[config.mk]
export PLATFORM = sky130hd
export DESIGN_NAME = scan_crypto_seq
export DESIGN_NICKNAME = d
export VERILOG_FILES = /design/src/rtl/scan_crypto_pkg.sv /design/src/rtl/scan_crypto_seq.sv
export SDC_FILE = /design/constraint.sdc
export NUM_CORES = 1
export LEC_CHECK = 0
export CAP_MARGIN = 20
export CORE_MARGIN = 5
export CORE_UTILIZATION = 45
export CTS_CLUSTER_DIAMETER = 200
export CTS_CLUSTER_SIZE = 8
export DETAILED_ROUTE_END_ITERATION = 12
export PLACE_DENSITY = 0.72
export SYNTH_ARGS = -nofsm -noshare
export SYNTH_HDL_FRONTEND = slang
export SYNTH_SLANG_ARGS = --single-unit
[constraint.sdc]
create_clock -name tck -period 3.34 [get_ports tck]
set_clock_uncertainty 0.2 [all_clocks]
set_input_delay 0.334 -clock tck [delete_from_list [all_inputs] [get_ports tck]]
set_output_delay 0.334 -clock tck [all_outputs]
set_load 0.05 [all_outputs]
[src/rtl/scan_crypto_pkg.sv]
// Shared types and default geometry for the encrypted-scan sequencer.
// The state encodings double as the debug phase code seen on the phase output.
package scan_crypto_pkg;

    localparam int unsigned BLOCK_W    = 128;
    localparam int unsigned CHAIN_LEN  = 128;
    localparam int unsigned KEY_CYCLES = 11;
    localparam int unsigned AES_LAT    = 11;
    localparam int unsigned CNT_W      = 8;

    typedef enum logic [3:0] {
        ST_IDLE   = 4'd0,
        ST_KRST   = 4'd1,
        ST_KSTART = 4'd2,
        ST_KWAIT  = 4'd3,
        ST_LOAD   = 4'd4,
        ST_DEC    = 4'd5,
        ST_SHIFT  = 4'd6,
        ST_CAP    = 4'd7,
        ST_UPD    = 4'd8,
        ST_ENC    = 4'd9,
        ST_UNLOAD = 4'd10,
        ST_DONE   = 4'd11
    } state_e;

    // Terminal count for a state that must last n cycles.
    function automatic logic [CNT_W-1:0] last_cnt(input int unsigned n);
        return CNT_W'(n - 1);
    endfunction

endpackage

[src/rtl/scan_crypto_seq.sv]
// Phase sequencer for the encrypted-scan datapath: key expansion, decrypt,
// scan shift/capture/update, encrypt and unload, one pattern per req.
module scan_crypto_seq
    import scan_crypto_pkg::*;
(
    input  logic       tck,
    input  logic       reset_n,
    input  logic       req,
    input  logic       rekey,
    input  logic       abort,
    output logic       ack,
    output logic       busy,
    output logic [3:0] phase,
    output logic       reset_n_ka,
    output logic       start,
    output logic       en,
    output logic       shift_en,
    output logic       capture_en,
    output logic       update_en
);

    localparam logic [CNT_W-1:0] KEY_LAST   = last_cnt(KEY_CYCLES);
    localparam logic [CNT_W-1:0] BLOCK_LAST = last_cnt(BLOCK_W);
    localparam logic [CNT_W-1:0] AES_LAST   = last_cnt(AES_LAT);
    localparam logic [CNT_W-1:0] CHAIN_LAST = last_cnt(CHAIN_LEN);

    state_e           state_q, state_d;
    logic [CNT_W-1:0] cnt_q, cnt_d;
    logic             key_ok_q, key_ok_d;

    logic       ack_q, ack_d;
    logic       busy_q, busy_d;
    logic [3:0] phase_q, phase_d;
    logic       reset_n_ka_q, reset_n_ka_d;
    logic       start_q, start_d;
    logic       en_q, en_d;
    logic       shift_en_q, shift_en_d;
    logic       capture_en_q, capture_en_d;
    logic       update_en_q, update_en_d;

    // req is taken only in IDLE (a req while busy is dropped, not queued);
    // ack is a single-cycle completion pulse, suppressed by an abort before DONE.
    always_comb begin : next_state
        state_d  = state_q;
        key_ok_d = key_ok_q;
        case (state_q)
            ST_IDLE:   if (req) state_d = (rekey || !key_ok_q) ? ST_KRST : ST_LOAD;
            ST_KRST:   state_d = ST_KSTART;
            ST_KSTART: state_d = ST_KWAIT;
            ST_KWAIT: begin
                if (cnt_q == KEY_LAST) begin
                    state_d  = ST_LOAD;
                    key_ok_d = 1'b1;
                end
            end
            ST_LOAD:   if (cnt_q == BLOCK_LAST) state_d = ST_DEC;
            ST_DEC:    if (cnt_q == AES_LAST)   state_d = ST_SHIFT;
            ST_SHIFT:  if (cnt_q == CHAIN_LAST) state_d = ST_CAP;
            ST_CAP:    state_d = ST_UPD;
            ST_UPD:    state_d = ST_ENC;
            ST_ENC:    if (cnt_q == AES_LAST)   state_d = ST_UNLOAD;
            ST_UNLOAD: if (cnt_q == BLOCK_LAST) state_d = ST_DONE;
            ST_DONE:   state_d = ST_IDLE;
            default:   state_d = ST_IDLE;
        endcase

        // Abort beats every transition; keys half-built are not trusted afterwards.
        if (abort) begin
            if (state_q == ST_KRST || state_q == ST_KSTART || state_q == ST_KWAIT) begin
                key_ok_d = 1'b0;
            end
            state_d = ST_IDLE;
        end
        if (state_q == ST_IDLE && state_d == ST_KRST) begin
            key_ok_d = 1'b0;
        end

        cnt_d = (state_d == state_q && state_q != ST_IDLE) ? cnt_q + 1'b1 : '0;
    end

    always_comb begin : out_decode
        ack_d        = (state_d == ST_DONE);
        busy_d       = (state_d != ST_IDLE);
        phase_d      = state_d;
        reset_n_ka_d = (state_d == ST_IDLE) ? key_ok_d : (state_d != ST_KRST);
        start_d      = (state_d == ST_KSTART);
        en_d         = (state_d == ST_LOAD) || (state_d == ST_DEC) ||
                       (state_d == ST_ENC)  || (state_d == ST_UNLOAD);
        shift_en_d   = (state_d == ST_SHIFT);
        capture_en_d = (state_d == ST_CAP);
        update_en_d  = (state_d == ST_UPD);
    end

    always_ff @(posedge tck or negedge reset_n) begin
        if (!reset_n) begin
            state_q      <= ST_IDLE;
            cnt_q        <= '0;
            key_ok_q     <= 1'b0;
            ack_q        <= 1'b0;
            busy_q       <= 1'b0;
            phase_q      <= 4'd0;
            reset_n_ka_q <= 1'b0;
            start_q      <= 1'b0;
            en_q         <= 1'b0;
            shift_en_q   <= 1'b0;
            capture_en_q <= 1'b0;
            update_en_q  <= 1'b0;
        end else begin
            state_q      <= state_d;
            cnt_q        <= cnt_d;
            key_ok_q     <= key_ok_d;
            ack_q        <= ack_d;
            busy_q       <= busy_d;
            phase_q      <= phase_d;
            reset_n_ka_q <= reset_n_ka_d;
            start_q      <= start_d;
            en_q         <= en_d;
            shift_en_q   <= shift_en_d;
            capture_en_q <= capture_en_d;
            update_en_q  <= update_en_d;
        end
    end

    assign ack        = ack_q;
    assign busy       = busy_q;
    assign phase      = phase_q;
    assign reset_n_ka = reset_n_ka_q;
    assign start      = start_q;
    assign en         = en_q;
    assign shift_en   = shift_en_q;
    assign capture_en = capture_en_q;
    assign update_en  = update_en_q;

endmodule

==> impl_metrics.py <==
metrics = {
    "sta": {
        "fin_setup_tns_ps": 0,
        "period_minus_slack_ps": 2446,
        "setup_viol": 0,
        "max_freq_ghz": 0.4088,
        "worst_pin_slew_ps": 920.4,
        "maxSlewHeadroom_pct": 38.44,
        "maxSlewViolCount": 0,
        "layout_setup_ws_ps": 893.6,
        "hold_ws_ps": 300.3,
        "fin_crit_sh_pct": 73.25,
        "hold_violations": 0,
        "rsz0062_at_grt": "no",
    },
    "outcome": {
        "status": "finished clean",
    },
    "route": {
        "topRoutingLayerUsed": "met4",
        "wl_per_cell_um": 14.75,
        "vias_per_cell": 5.729,
        "vias": 951,
        "wl_met3_um": 118,
        "drc_errors": 0,
        "dr_wl_met2_um": 1254,
        "first_pass_iters": 4,
        "antenna_left": 0,
        "totalWireLength_um": 2448,
        "first_iter_violations": 30,
        "wl_met1_um": 1025,
    },
    "global_routing": {
        "track_usage_pct": 14.74,
        "grt_max_degree": 22,
        "grt_overflow_total": 0,
        "grt_antenna_before_repair": 0,
        "grt_pass1_vias": 871,
        "grt_pass1_wl_um": 3988,
    },
    "layout": {
        "drive_above_1_share_pct": 8.824,
        "post-route-util_pct": 54.80,
        "nNetsFinal": 144,
        "num_antenna_cells": 0,
        "fin_area_sq_mm": 0.001358,
        "fin_cells": 166,
        "area_growth_pct": 17.17,
    },
    "power_and_ir_drop": {
        "switching_power_mw": 0.1898,
        "share_comb_of_total_power_pct": 25.7,
        "seqPwrFrac_pct": 52.1,
        "swShare_pct": 34.41,
        "vdd.ir_drop.worst_mv": 0.3074,
        "clkPwrFrac_pct": 22.2,
        "intPower_mw": 0.3618,
        "p_total_mw": 0.5515,
        "leakage_nw": 0.5329,
        "powerDensity_mw_per_mm2": 406.3,
    },
    "worst_setup_path": {
        "cpPeakStageDelay_ps": 900,
        "worstSetupEndpointType": "primary output",
        "path_buf_inv": 1,
        "worstSetupPathType": "reg2out",
        "crit_fanout": 15,
        "crit_arrival_ps": 1910,
        "crit_chain": "clkdlybuf4s50_1",
        "crit_family": "buffers and inverters",
        "required_ps": 2810,
        "crit_path_start_kind": "flop",
        "critPathSlowestCell": "clkdlybuf4s50_1",
    },
    "floorplan": {
        "row_count": 18,
        "start_util_pct": 46.77,
        "core_area_sq_mm": 0.002477,
        "fp.dieW_um": 60.74,
        "io_pins": 17,
        "die_h_um": 60.74,
        "fp.dieArea_sq_mm": 0.003689,
    },
    "synth": {
        "yosysWarnings": 0,
        "async_flop_share_pct": 100.0,
        "synth.avg_cell_area_sq_um": 9.497,
        "synth.distinct_cells": 44,
        "synth-seq-cells": 21,
        "synth_top_area_share_pct": 45.36,
        "syn_inst": 122,
        "synthTopCellsByArea": "dfrtp_1 45%, nor2_1 6.8%, nand2_1 3.9%",
        "synthesis.area_sq_mm": 0.001159,
        "synth_edf_count": 0,
        "yosysTopAreaCell": "dfrtp_1",
        "synth_nets": 129,
        "ys_seq_area_share_pct": 45.36,
        "synth_top_flop_cell": "dfrtp_1",
    },
    "clock_network": {
        "clock_sinks": 21,
        "htree_levels": 1,
        "clock_latency_ps": 310,
        "cts_resized": 0,
        "cts_hold_buffers": 0,
        "clk_transition_reported_paths_ps": 110,
        "root_buffer": "clkbuf_4",
        "cts_tree": "yes",
        "cts.path.max_buffers": 2,
        "cts_setup_buffers": 0,
        "cts_buffers": 3,
    },
    "min_path": {
        "holdCritPathClass": "reg2reg",
    },
    "placed_design": {
        "dpl_worst_slack_ps": 792.9,
        "gp_congestion": 0.7996,
        "placed_area_sq_mm": 0.001330,
        "dpl.cell_count": 162,
        "io_buffers": 16,
        "hpwl_um": 1788,
    },
    "job": {
        "maxCapViolCount": 0,
    },
}
==> cell type report <==
class                   instances  area, sq um
clock buffers                   3        22.52
inverters                       4        15.01
clock inverters                 1        5.005
well taps                      30        37.54
repair buffers                 16        160.2
fillers                       243         1120
multi-input cells              91        591.8
flip-flops and latches         21        525.5
==> worst paths after layout <==
path	cells past startpoint	slack (ps)	from	endpoint
setup reg to reg	6	970	cnt_q[0]	cnt_q[7]
hold / removal	1	300	cnt_q[0]	cnt_q[0]
setup / recovery	1	890	phase[3]	phase[3]
hold reg to reg	1	300	cnt_q[0]	cnt_q[0]
max in group asynchronous	1	2050	reset_n	cnt_q[0]
min in group asynchronous	1	330	reset_n	phase[0]
==> registers in the layout (all words and copies together), names as in the netlist <==
| register | flops |
|---|---|
| shift_en | 1 |
| key_ok_q | 1 |
| ack | 1 |
| phase | 4 |
| capture_en | 1 |
| cnt_q | 8 |
| start | 1 |
| busy | 1 |
| update_en | 1 |
| reset_n_ka | 1 |
| en | 1 |
==> cells in the mapped netlist, drive strengths merged (2+ instances only) <==
master / count
nor2b: 2
ha: 2
nand2: 12
dfrtp: 21
nand4bb: 2
xnor2: 4
clkbuf: 3
nor2: 22
a32oi: 2
inv: 4
a21oi: 4
nand3: 4
xor2: 3
o21ai: 7
buf: 3
nand4: 2
==> cells by family after synthesis <==
kind of cell	count (synthesis)	synth area share, %
DFF	21	45.36
adders and majority gates	2	2.159
buffers and inverters	10	3.563
muxes	1	0.8640
xor gates and xnor gates	7	5.292
AOI/OAI and AO/OA	26	18.36
and+or+nand+nor	55	24.41
==> cell usage in the layout, fill, tap and decap left out, types with 2 or more instances in the layout <==
cell             count
inv_1                3
nand4bb_1            2
dfrtp_1             21
a32oi_1              2
ha_1                 2
nand2_1             12
nand3_1              4
xnor2_1              4
o21ai_1              5
clkdlybuf4s50_1     16
xor2_1               3
o21ai_0              2
nor2b_1              2
a21oi_1              4
nand4_1              2
clkbuf_4             3
nor2_1              21
==> metal layers <==
metal / vias to the layer above / global-route usage (%)
met5: - / 0
met1: 462 / 19.12
met3: 5 / 1.915
met2: 20 / 24.12
met4: 0 / 7.430
li1: 464 / -
==> power by group through the flow <==
| stage | sequential, mW | combinational [mW] | clock [mW] |
|---|---|---|---|
| 2_1_floorplan | 0.323 | 0.0647 | 0 |
| 3_3_place_gp | 0.291 | 0.141 | 0 |
| 3_5_place_dp | 0.293 | 0.142 | 0 |
| 4_1_cts | 0.287 | 0.143 | 0.125 |
| 5_1_grt | 0.291 | 0.153 | 0.138 |
| 6_report | 0.287 | 0.142 | 0.123 |
No activity file was read; power rests on OpenSTA's default activity.
